===== config.mk =====
export PLATFORM = sky130hd
export DESIGN_NAME = codec_pipe_flat
export DESIGN_NICKNAME = d
export VERILOG_FILES = /design/src/rtl/codec_pipe_if.sv /design/src/rtl/codec_pipe.sv /design/src/flat_wrapper.sv
export SDC_FILE = /design/constraint.sdc
export NUM_CORES = 1
export LEC_CHECK = 0
export ABC_CLOCK_PERIOD_IN_PS = 1800
export CAP_MARGIN = 20
export CORE_MARGIN = 5
export CORE_UTILIZATION = 43
export CTS_CLUSTER_DIAMETER = 40
export DETAILED_ROUTE_END_ITERATION = 6
export GPL_ROUTABILITY_DRIVEN = 0
export PLACE_DENSITY_LB_ADDON = 0.3
export RECOVER_POWER = 100
export SLEW_MARGIN = 10
export SYNTH_ARGS = -nofsm -noshare
export SYNTH_HDL_FRONTEND = slang
export SYNTH_SLANG_ARGS = --single-unit

===== constraint.sdc =====
create_clock -name clk -period 1.8 [get_ports clk]
set_clock_uncertainty 0.05 [all_clocks]
set_input_delay 0.27 -clock clk [delete_from_list [all_inputs] [get_ports clk]]
set_output_delay 0.27 -clock clk [all_outputs]
set_load 0.02 [all_outputs]

===== src/rtl/codec_pipe_if.sv =====
// Handshake bundle for codec_pipe. The upstream stage offers beats on the
// in_* side and the downstream stage takes results from the out_* side.
// The master modport belongs to whoever drives the block; the slave modport
// belongs to codec_pipe itself.
interface codec_pipe_if #(
  parameter int N = 2
);
  localparam int W = 1 << N;

  logic [1:0]   mode;
  logic         in_valid;
  logic         in_ready;
  logic [N-1:0] in_addr;
  logic [W-1:0] in_vec;
  logic         out_valid;
  logic         out_ready;
  logic [W-1:0] out_onehot;
  logic [N-1:0] out_addr;
  logic         out_hit;
  logic         busy;

  modport master (
    output mode, in_valid, in_addr, in_vec, out_ready,
    input  in_ready, out_valid, out_onehot, out_addr, out_hit, busy
  );

  modport slave (
    input  mode, in_valid, in_addr, in_vec, out_ready,
    output in_ready, out_valid, out_onehot, out_addr, out_hit, busy
  );
endinterface


===== src/rtl/codec_pipe.sv =====
// codec_pipe: registered N-bit decoder / W-bit priority encoder / one-hot
// sweep generator behind a single output register with valid/ready on both
// sides. One beat is held at a time; a sweep turns one accepted beat into W
// output beats and blocks the input until the last one is consumed.
module codec_pipe #(
  parameter int N = 2
) (
  input logic         clk,
  input logic         rst,
  codec_pipe_if.slave bus
);
  localparam int W = 1 << N;

  typedef enum logic [1:0] {
    IDLE  = 2'd0,
    FULL  = 2'd1,
    SWEEP = 2'd2
  } state_t;

  state_t       r_state, w_state_next;
  logic [W-1:0] r_onehot, w_onehot_next;
  logic [N-1:0] r_addr, w_addr_next;
  logic         r_hit, w_hit_next;
  logic [N-1:0] r_cnt, w_cnt_next;

  logic         w_in_ready;
  logic         w_accept;
  logic [N-1:0] w_enc_addr;
  logic         w_enc_hit;
  logic         w_last_sweep;

  // A held beat can be replaced in the same cycle it is consumed, which keeps
  // decode/encode at one beat per clock. SWEEP never accepts.
  assign w_in_ready   = (r_state == IDLE) || ((r_state == FULL) && bus.out_ready);
  assign w_accept     = bus.in_valid && w_in_ready;
  assign w_enc_hit    = |bus.in_vec;
  assign w_last_sweep = (r_cnt == N'(W - 1));

  // Priority encoder: scan from the top so the lowest set bit wins.
  always_comb begin
    w_enc_addr = '0;
    for (int j = W - 1; j >= 0; j--) begin
      if (bus.in_vec[j]) begin
        w_enc_addr = N'(j);
      end
    end
  end

  // Next-state and next-output-register logic.
  always_comb begin
    w_state_next  = r_state;
    w_onehot_next = r_onehot;
    w_addr_next   = r_addr;
    w_hit_next    = r_hit;
    w_cnt_next    = r_cnt;

    case (r_state)
      IDLE, FULL: begin
        // Consumption without a replacement empties the register; a
        // reserved-mode beat is swallowed and so also leaves it empty.
        if ((r_state == FULL) && bus.out_ready) begin
          w_state_next = IDLE;
        end
        if (w_accept) begin
          case (bus.mode)
            2'b00: begin
              w_state_next  = FULL;
              w_onehot_next = W'(1) << bus.in_addr;
              w_addr_next   = bus.in_addr;
              w_hit_next    = 1'b1;
            end
            2'b01: begin
              w_state_next  = FULL;
              w_onehot_next = '0;
              w_addr_next   = w_enc_addr;
              w_hit_next    = w_enc_hit;
            end
            2'b10: begin
              w_state_next  = SWEEP;
              w_onehot_next = W'(1) << bus.in_addr;
              w_addr_next   = bus.in_addr;
              w_hit_next    = 1'b1;
              w_cnt_next    = '0;
            end
            default: begin
            end
          endcase
        end
      end

      SWEEP: begin
        // r_cnt counts consumed sweep beats; the W-th consumption ends the sweep.
        if (bus.out_ready) begin
          if (w_last_sweep) begin
            w_state_next = IDLE;
            w_cnt_next   = '0;
          end else begin
            w_onehot_next = {r_onehot[W-2:0], r_onehot[W-1]};
            w_addr_next   = r_addr + N'(1);
            w_cnt_next    = r_cnt + N'(1);
          end
        end
      end

      default: begin
        w_state_next = IDLE;
      end
    endcase
  end

  // State and output registers; reset aborts any held or sweeping beat.
  always_ff @(posedge clk or posedge rst) begin
    if (rst) begin
      r_state  <= IDLE;
      r_onehot <= '0;
      r_addr   <= '0;
      r_hit    <= 1'b0;
      r_cnt    <= '0;
    end else begin
      r_state  <= w_state_next;
      r_onehot <= w_onehot_next;
      r_addr   <= w_addr_next;
      r_hit    <= w_hit_next;
      r_cnt    <= w_cnt_next;
    end
  end

  assign bus.in_ready   = w_in_ready;
  assign bus.out_valid  = (r_state != IDLE);
  assign bus.busy       = (r_state == SWEEP);
  assign bus.out_onehot = r_onehot;
  assign bus.out_addr   = r_addr;
  assign bus.out_hit    = r_hit;
endmodule

===== src/flat_wrapper.sv =====
// flat-port wrapper written by rule: the top's interface ports become plain ports
module codec_pipe_flat 
#(
  parameter int N = 2
)
  (clk, rst, bus_mode, bus_in_valid, bus_in_addr, bus_in_vec, bus_out_ready, bus_in_ready, bus_out_valid, bus_out_onehot, bus_out_addr, bus_out_hit, bus_busy);
  codec_pipe_if #(.N(N)) bus_i ();
  input logic clk;
  input logic rst;
  input wire logic [$bits(bus_i.mode)-1:0] bus_mode;
  input wire logic [$bits(bus_i.in_valid)-1:0] bus_in_valid;
  input wire logic [$bits(bus_i.in_addr)-1:0] bus_in_addr;
  input wire logic [$bits(bus_i.in_vec)-1:0] bus_in_vec;
  input wire logic [$bits(bus_i.out_ready)-1:0] bus_out_ready;
  output wire logic [$bits(bus_i.in_ready)-1:0] bus_in_ready;
  output wire logic [$bits(bus_i.out_valid)-1:0] bus_out_valid;
  output wire logic [$bits(bus_i.out_onehot)-1:0] bus_out_onehot;
  output wire logic [$bits(bus_i.out_addr)-1:0] bus_out_addr;
  output wire logic [$bits(bus_i.out_hit)-1:0] bus_out_hit;
  output wire logic [$bits(bus_i.busy)-1:0] bus_busy;
  assign bus_i.mode = bus_mode;
  assign bus_i.in_valid = bus_in_valid;
  assign bus_i.in_addr = bus_in_addr;
  assign bus_i.in_vec = bus_in_vec;
  assign bus_i.out_ready = bus_out_ready;
  assign bus_in_ready = bus_i.in_ready;
  assign bus_out_valid = bus_i.out_valid;
  assign bus_out_onehot = bus_i.out_onehot;
  assign bus_out_addr = bus_i.out_addr;
  assign bus_out_hit = bus_i.out_hit;
  assign bus_busy = bus_i.busy;
  codec_pipe #(.N(N)) u_core (.clk(clk), .rst(rst), .bus(bus_i));
endmodule

==> results of run 1 <==
==> cell usage in the layout (no fill, tap or decap), types with 2 or more instances in the layout <==
| cell | instances |
|---|---|
| dlygate4sd2_1 | 3 |
| nand2_1 | 4 |
| a21oi_1 | 5 |
| dfrtp_1 | 11 |
| or2_2 | 2 |
| a22o_1 | 3 |
| a31oi_1 | 2 |
| nor2_1 | 3 |
| o21ai_0 | 3 |
| nand2b_1 | 3 |
| inv_1 | 5 |
| dlygate4sd3_1 | 9 |
| buf_4 | 7 |
| clkbuf_1 | 2 |
| a32o_1 | 3 |
| mux2_1 | 3 |
| clkdlybuf4s50_1 | 9 |
| clkbuf_4 | 4 |
| nor2b_1 | 2 |
==> stage by stage <==
step	setup TNS, ps	worst slack [ps]
after floorplan	0	354
after global placement	-182	-54.0
after detailed placement	-305	-86.2
after CTS	0	111
after global routing	0	49.3
final	0	113
==> cell families after synthesis <==
family | synth area share
AOI/OAI and AO/OA | 0.277
muxes | 0.0799
DFF | 0.391
and+or+nand+nor | 0.181
buffers and inverters | 0.0533
adders and majority gates | 0.0178
==> routing by layer <==
layer,share of wire,GRT usage,vias to the layer above
met4,0.018,0.0723,0
met1,0.46,0.167,286
met5,0,0,-
met3,0.065,0.0414,5
met2,0.46,0.215,20
li1,-,-,327
==> power by group through the flow <==
stage	combinational [uW]	clock (uW)	sequential, uW
after detailed placement	915	0	452
after floorplan	511	0	507
after global placement	900	0	453
after global routing	880	193	461
after CTS	889	178	447
final	807	175	441
==> registers in the layout, summed over array words and instances, names as in the netlist <==
signal                 flops
u_core.r_cnt               2
u_core.bus.out_onehot      4
u_core.bus.out_hit         1
u_core.bus.out_addr        2
u_core.r_state             2
==> what timing repair did <==
action / 4_1_cts / 5_1_grt
endpoints found under the setup margin: 3 / 0
resized for setup: 3 / 0
setup buffers: 0 / 0
==> cell type report <==
| type | instances | share of cell area |
|---|---|---|
| sequential | 11 | 0.280 |
| tap | 16 | 0.0204 |
| timing repair buffer | 30 | 0.275 |
| inverter | 5 | 0.0191 |
| multi-input combinational | 51 | 0.379 |
| clock buffer | 4 | 0.0267 |
==> worst paths after layout <==
kind,from,endpoint
setup / recovery,u_core.bus.out_addr[0],bus_out_addr[0]
hold / removal,rst,u_core.bus.out_onehot[0]
setup reg to reg,u_core.r_state[1],u_core.bus.out_onehot[2]
hold reg to reg,u_core.r_cnt[1],u_core.r_cnt[1]
max in group asynchronous,rst,u_core.bus.out_hit
min in group clk,u_core.r_cnt[1],u_core.r_cnt[1]
==> flow_summary.ini, run 1 <==
[status]
status = finished clean

[synth]
postSynth.asyncResetShare = 1.00
yosysMostFrequentCell = dfrtp_1
syn_inst = 69
syn-num-nets = 82
synth_cell_types = 34
synth_top_area_cell = dfrtp_1
synth_common_cells = dfrtp_1, a21oi_1, inv_1, nand2_1
yosys_warnings = 0
syn_avg_cell_area_um2 = 10.2
synth_edf_count = 0
netlist_area_um2 = 704
ys_top_cells_by_area = dfrtp_1, mux2_4, a32o_1, a22o_1, a21oi_1
synth-seq-cells = 11
yosysSeqAreaShare = 0.391
synth_top_area_frac = 0.391
synthFlopType = dfrtp_1

[sta]
relSlewSlack = 0.702
period_share = 0.937
drv_slew = 0
setup_viol = 0
worst_slew_pin_slew_ps = 446
holdWs_ps = 383
period_needed_ps = 1690
clock.fmax_ghz = 0.593
rsz0062_at_grt = false
final_hold_viol_count = 0

[power]
p_seq_frac = 0.310
pwr-share-clk = 0.123
power_frac_comb = 0.567
p_switching_uw = 584
totalPowerFinal_uw = 1420
p_per_area_nw_per_um2 = 1450
intPower_uw = 839
leakage_uw = 0.000445
swShare = 0.410
ir_drop_uv = 658

[finish]
regArea_um2 = 275
post-route-util = 0.645
finalNetCount = 115
fin_cells = 117
multi_input_area_um2 = 373
fin_area_um2 = 983
n_fill_cell = 122
antenna_cells = 0
area_growth_pct = 39.6
drive_gt1_frac = 0.178

[die]
ios = 22
die_x_um = 50.5
dieArea_um2 = 2550
die_h_um = 50.5
coreArea_um2 = 1520
initial_utilization = 0.462
rows = 14

[clocking]
cts_tree = yes
cts.clk_slew.worst_paths_ps = 70
cts_hold_buf = 0
numCtsBuffers = 3
clock_latency_ps = 270
htree_levels = 1
cts_buffer_depth = 2
clock-root-buffer = clkbuf_4
clock_sinks = 11

[setup_path]
cp-start-kind = flop
worst-path-stages = 1
arrival_ps = 1370
r2r_setup_slack_ps = 220
worst_setup_path_end_kind = primary output
ff2ff_path_depth = 5
worstSetupPathType = reg -> out
path_cells = dlygate4sd3_1
path_delay_family = buffers and inverters
worstPathMaxFanout = 4
worstPathRequired_ps = 1480
max_stage_delay_ps = 700
cp_slowest_cell = dlygate4sd3_1
worst-path-buf-inv = 1

[grt]
antenna_found_initial = 0
grt_pass1_vias = 652
grtUsageTotal = 0.137
grt.overflow.total = 0
grt_pass1_wl_mm = 2.77
grt_max_degree = 12

[route]
routed_via_density = 5.45
ant_nets = 0
dr.pass1.iters = 6
initialDrtViolationCount = 10
num_vias = 638
wl_per_cell_um = 13.6
totalWireLength_mm = 1.59
drc = 0

[run]
maxCapViolCount = 0

[hold_path]
hp-class = in -> async

[placed_design]
port_buffers = 21
dp.cells = 113
dp_hpwl_mm = 1.26
dpl_cell_area_um2 = 983
(Power assumes the default switching activity.)
==> run 2, diff against run 1 <==
Settings changed: ABC_CLOCK_PERIOD_IN_PS 1800 to 1900.
Clock period 1.8 ns to 1.9 ns, I/O delays scaled along.
==> run 2 against run 1 <==
Compared with the run above: clock power is 5% lower; power is 5.4% lower; cell count is 2.6% lower; sequential power is 1% lower; first-iteration DRC count is 20% lower; setup slack better by 27 ps; clock-buffer cell count stayed put; critical path depth is 5 higher; sequential cell count stayed put; die area stayed put.
==> flow_summary.ini, run 2 (synthesis results as in run 1) <==
[power]
totalPowerFinal_uw = 1350
pwr-share-clk = 0.124
p_switching_uw = 554
ir_drop_uv = 695
swShare = 0.412
intPower_uw = 792
p_seq_frac = 0.323
leakage_uw = 0.000449
power_frac_comb = 0.553
p_per_area_nw_per_um2 = 1380

[route]
drc = 0
num_vias = 640
dr.pass1.iters = 4
initialDrtViolationCount = 8
routed_via_density = 5.61
ant_nets = 0
totalWireLength_mm = 1.65
wl_per_cell_um = 14.5

[sta]
relSlewSlack = 0.700
rsz0062_at_grt = false
drv_slew = 0
clock.fmax_ghz = 0.568
setup_viol = 0
period_share = 0.926
fin_ws_ps = 140
fin_setup_tns_ps = 0
period_needed_ps = 1760
worst_slew_pin_slew_ps = 449
final_hold_viol_count = 0

[setup_path]
path_cells = dlygate4sd3_1, clkbuf_4, buf_4, and3_1, a21o_4, mux2_1
worstPathMaxFanout = 5
path_delay_family = buffers and inverters
crit_start = bus_out_ready
max_stage_delay_ps = 550
r2r_setup_slack_ps = 180
worstSetupPathType = in -> reg
cp_slowest_cell = dlygate4sd3_1
worstPathRequired_ps = 2000
cp-start-kind = input port
r2r-start = u_core.r_state[1]
arrival_ps = 1860
worst-path-buf-inv = 3
worst_setup_path_end_kind = flop

[finish]
post-route-util = 0.640
multi_input_area_um2 = 383
final_common_cell = dfrtp_1
antenna_cells = 0
area_growth_pct = 38.4
regArea_um2 = 275
fin_cells = 114
drive_gt1_frac = 0.173
n_fill_cell = 130
final_cell_mix = dfrtp_1, clkdlybuf4s50_1, dlygate4sd3_1, inv_1, a21oi_1
finalNetCount = 112
largest_register_ffs = 4

[clocking]
clock_sinks = 11
clock-root-buffer = clkbuf_4
htree_levels = 1
cts.clk_slew.worst_paths_ps = 80
clock_latency_ps = 270
numCtsBuffers = 3
cts_buffer_depth = 2
cts_tree = yes

[die]
ios = 22
die_h_um = 50.5
initial_utilization = 0.462
die_x_um = 50.5
rows = 14
dieArea_um2 = 2550
coreArea_um2 = 1520

[placed_design]
dp.cells = 110
port_buffers = 21
post-place-ws_ps = -12.3
dp_hpwl_mm = 1.30

[grt]
grt_max_degree = 13
grt_pass1_vias = 663
grtUsageTotal = 0.141
grt.overflow.total = 0
grt_pass1_wl_mm = 2.85
antenna_found_initial = 0

[hold_path]
hp-class = in -> async

[run]
maxCapViolCount = 0

[status]
status = finished clean
## run 2: path summary, 6_finish.rpt
path                                            end  cells past startpoint
setup / recovery           u_core.bus.out_onehot[2]                      6
hold reg to reg                     u_core.r_cnt[1]                      1
min in group clk                    u_core.r_cnt[1]                      1
max in group asynchronous  u_core.bus.out_onehot[2]                      2
setup reg to reg           u_core.bus.out_onehot[2]                      4
hold / removal                      u_core.r_cnt[0]                      2
## run 2: routing by layer
metal | wire length (um) | global-route usage | up-vias
met5 | 0 | 0 | -
met4 | 20 | 0.0511 | 0
met3 | 78 | 0.0385 | 4
met2 | 814 | 0.240 | 17
met1 | 739 | 0.167 | 302
li1 | - | - | 317
## run 2: power groups by stage
| stage | clock network (uW) | logic (uW) | registers, uW |
|---|---|---|---|
| after floorplan | 0 | 484 | 480 |
| after global placement | 0 | 792 | 446 |
| after detailed placement | 0 | 806 | 444 |
| after CTS | 169 | 793 | 443 |
| after global routing | 179 | 807 | 454 |
| final | 166 | 745 | 436 |
## run 2: layout make-up
class,instances,share of cell area
inverter,5,0.0193
tap,16,0.0205
clock buffer,4,0.0270
sequential,11,0.282
multi-input combinational,51,0.393
timing repair buffer,27,0.258
## run 2: timing repair
item,4_1_cts,5_1_grt
setup endpoints to repair,3,1
gates resized for setup,3,1
buffers inserted,0,0
pin swaps,0,0
hold buffers,0,0
## run 2: per-stage QoR
stage / hold WS (ps) / area [um2]
6_report: 400 / 975
3_3_place_gp: 430 / 961
3_5_place_dp: 438 / 961
2_1_floorplan: 87.4 / 704
4_1_cts: 281 / 986
5_1_grt: 444 / 975
==> run 3, diff against run 2 <==
Settings changed: HOLD_SLACK_MARGIN from default to 0.05.
==> results of run 3 <==
Same layout as run 2: the final DEF is identical, and so are final timing and power.
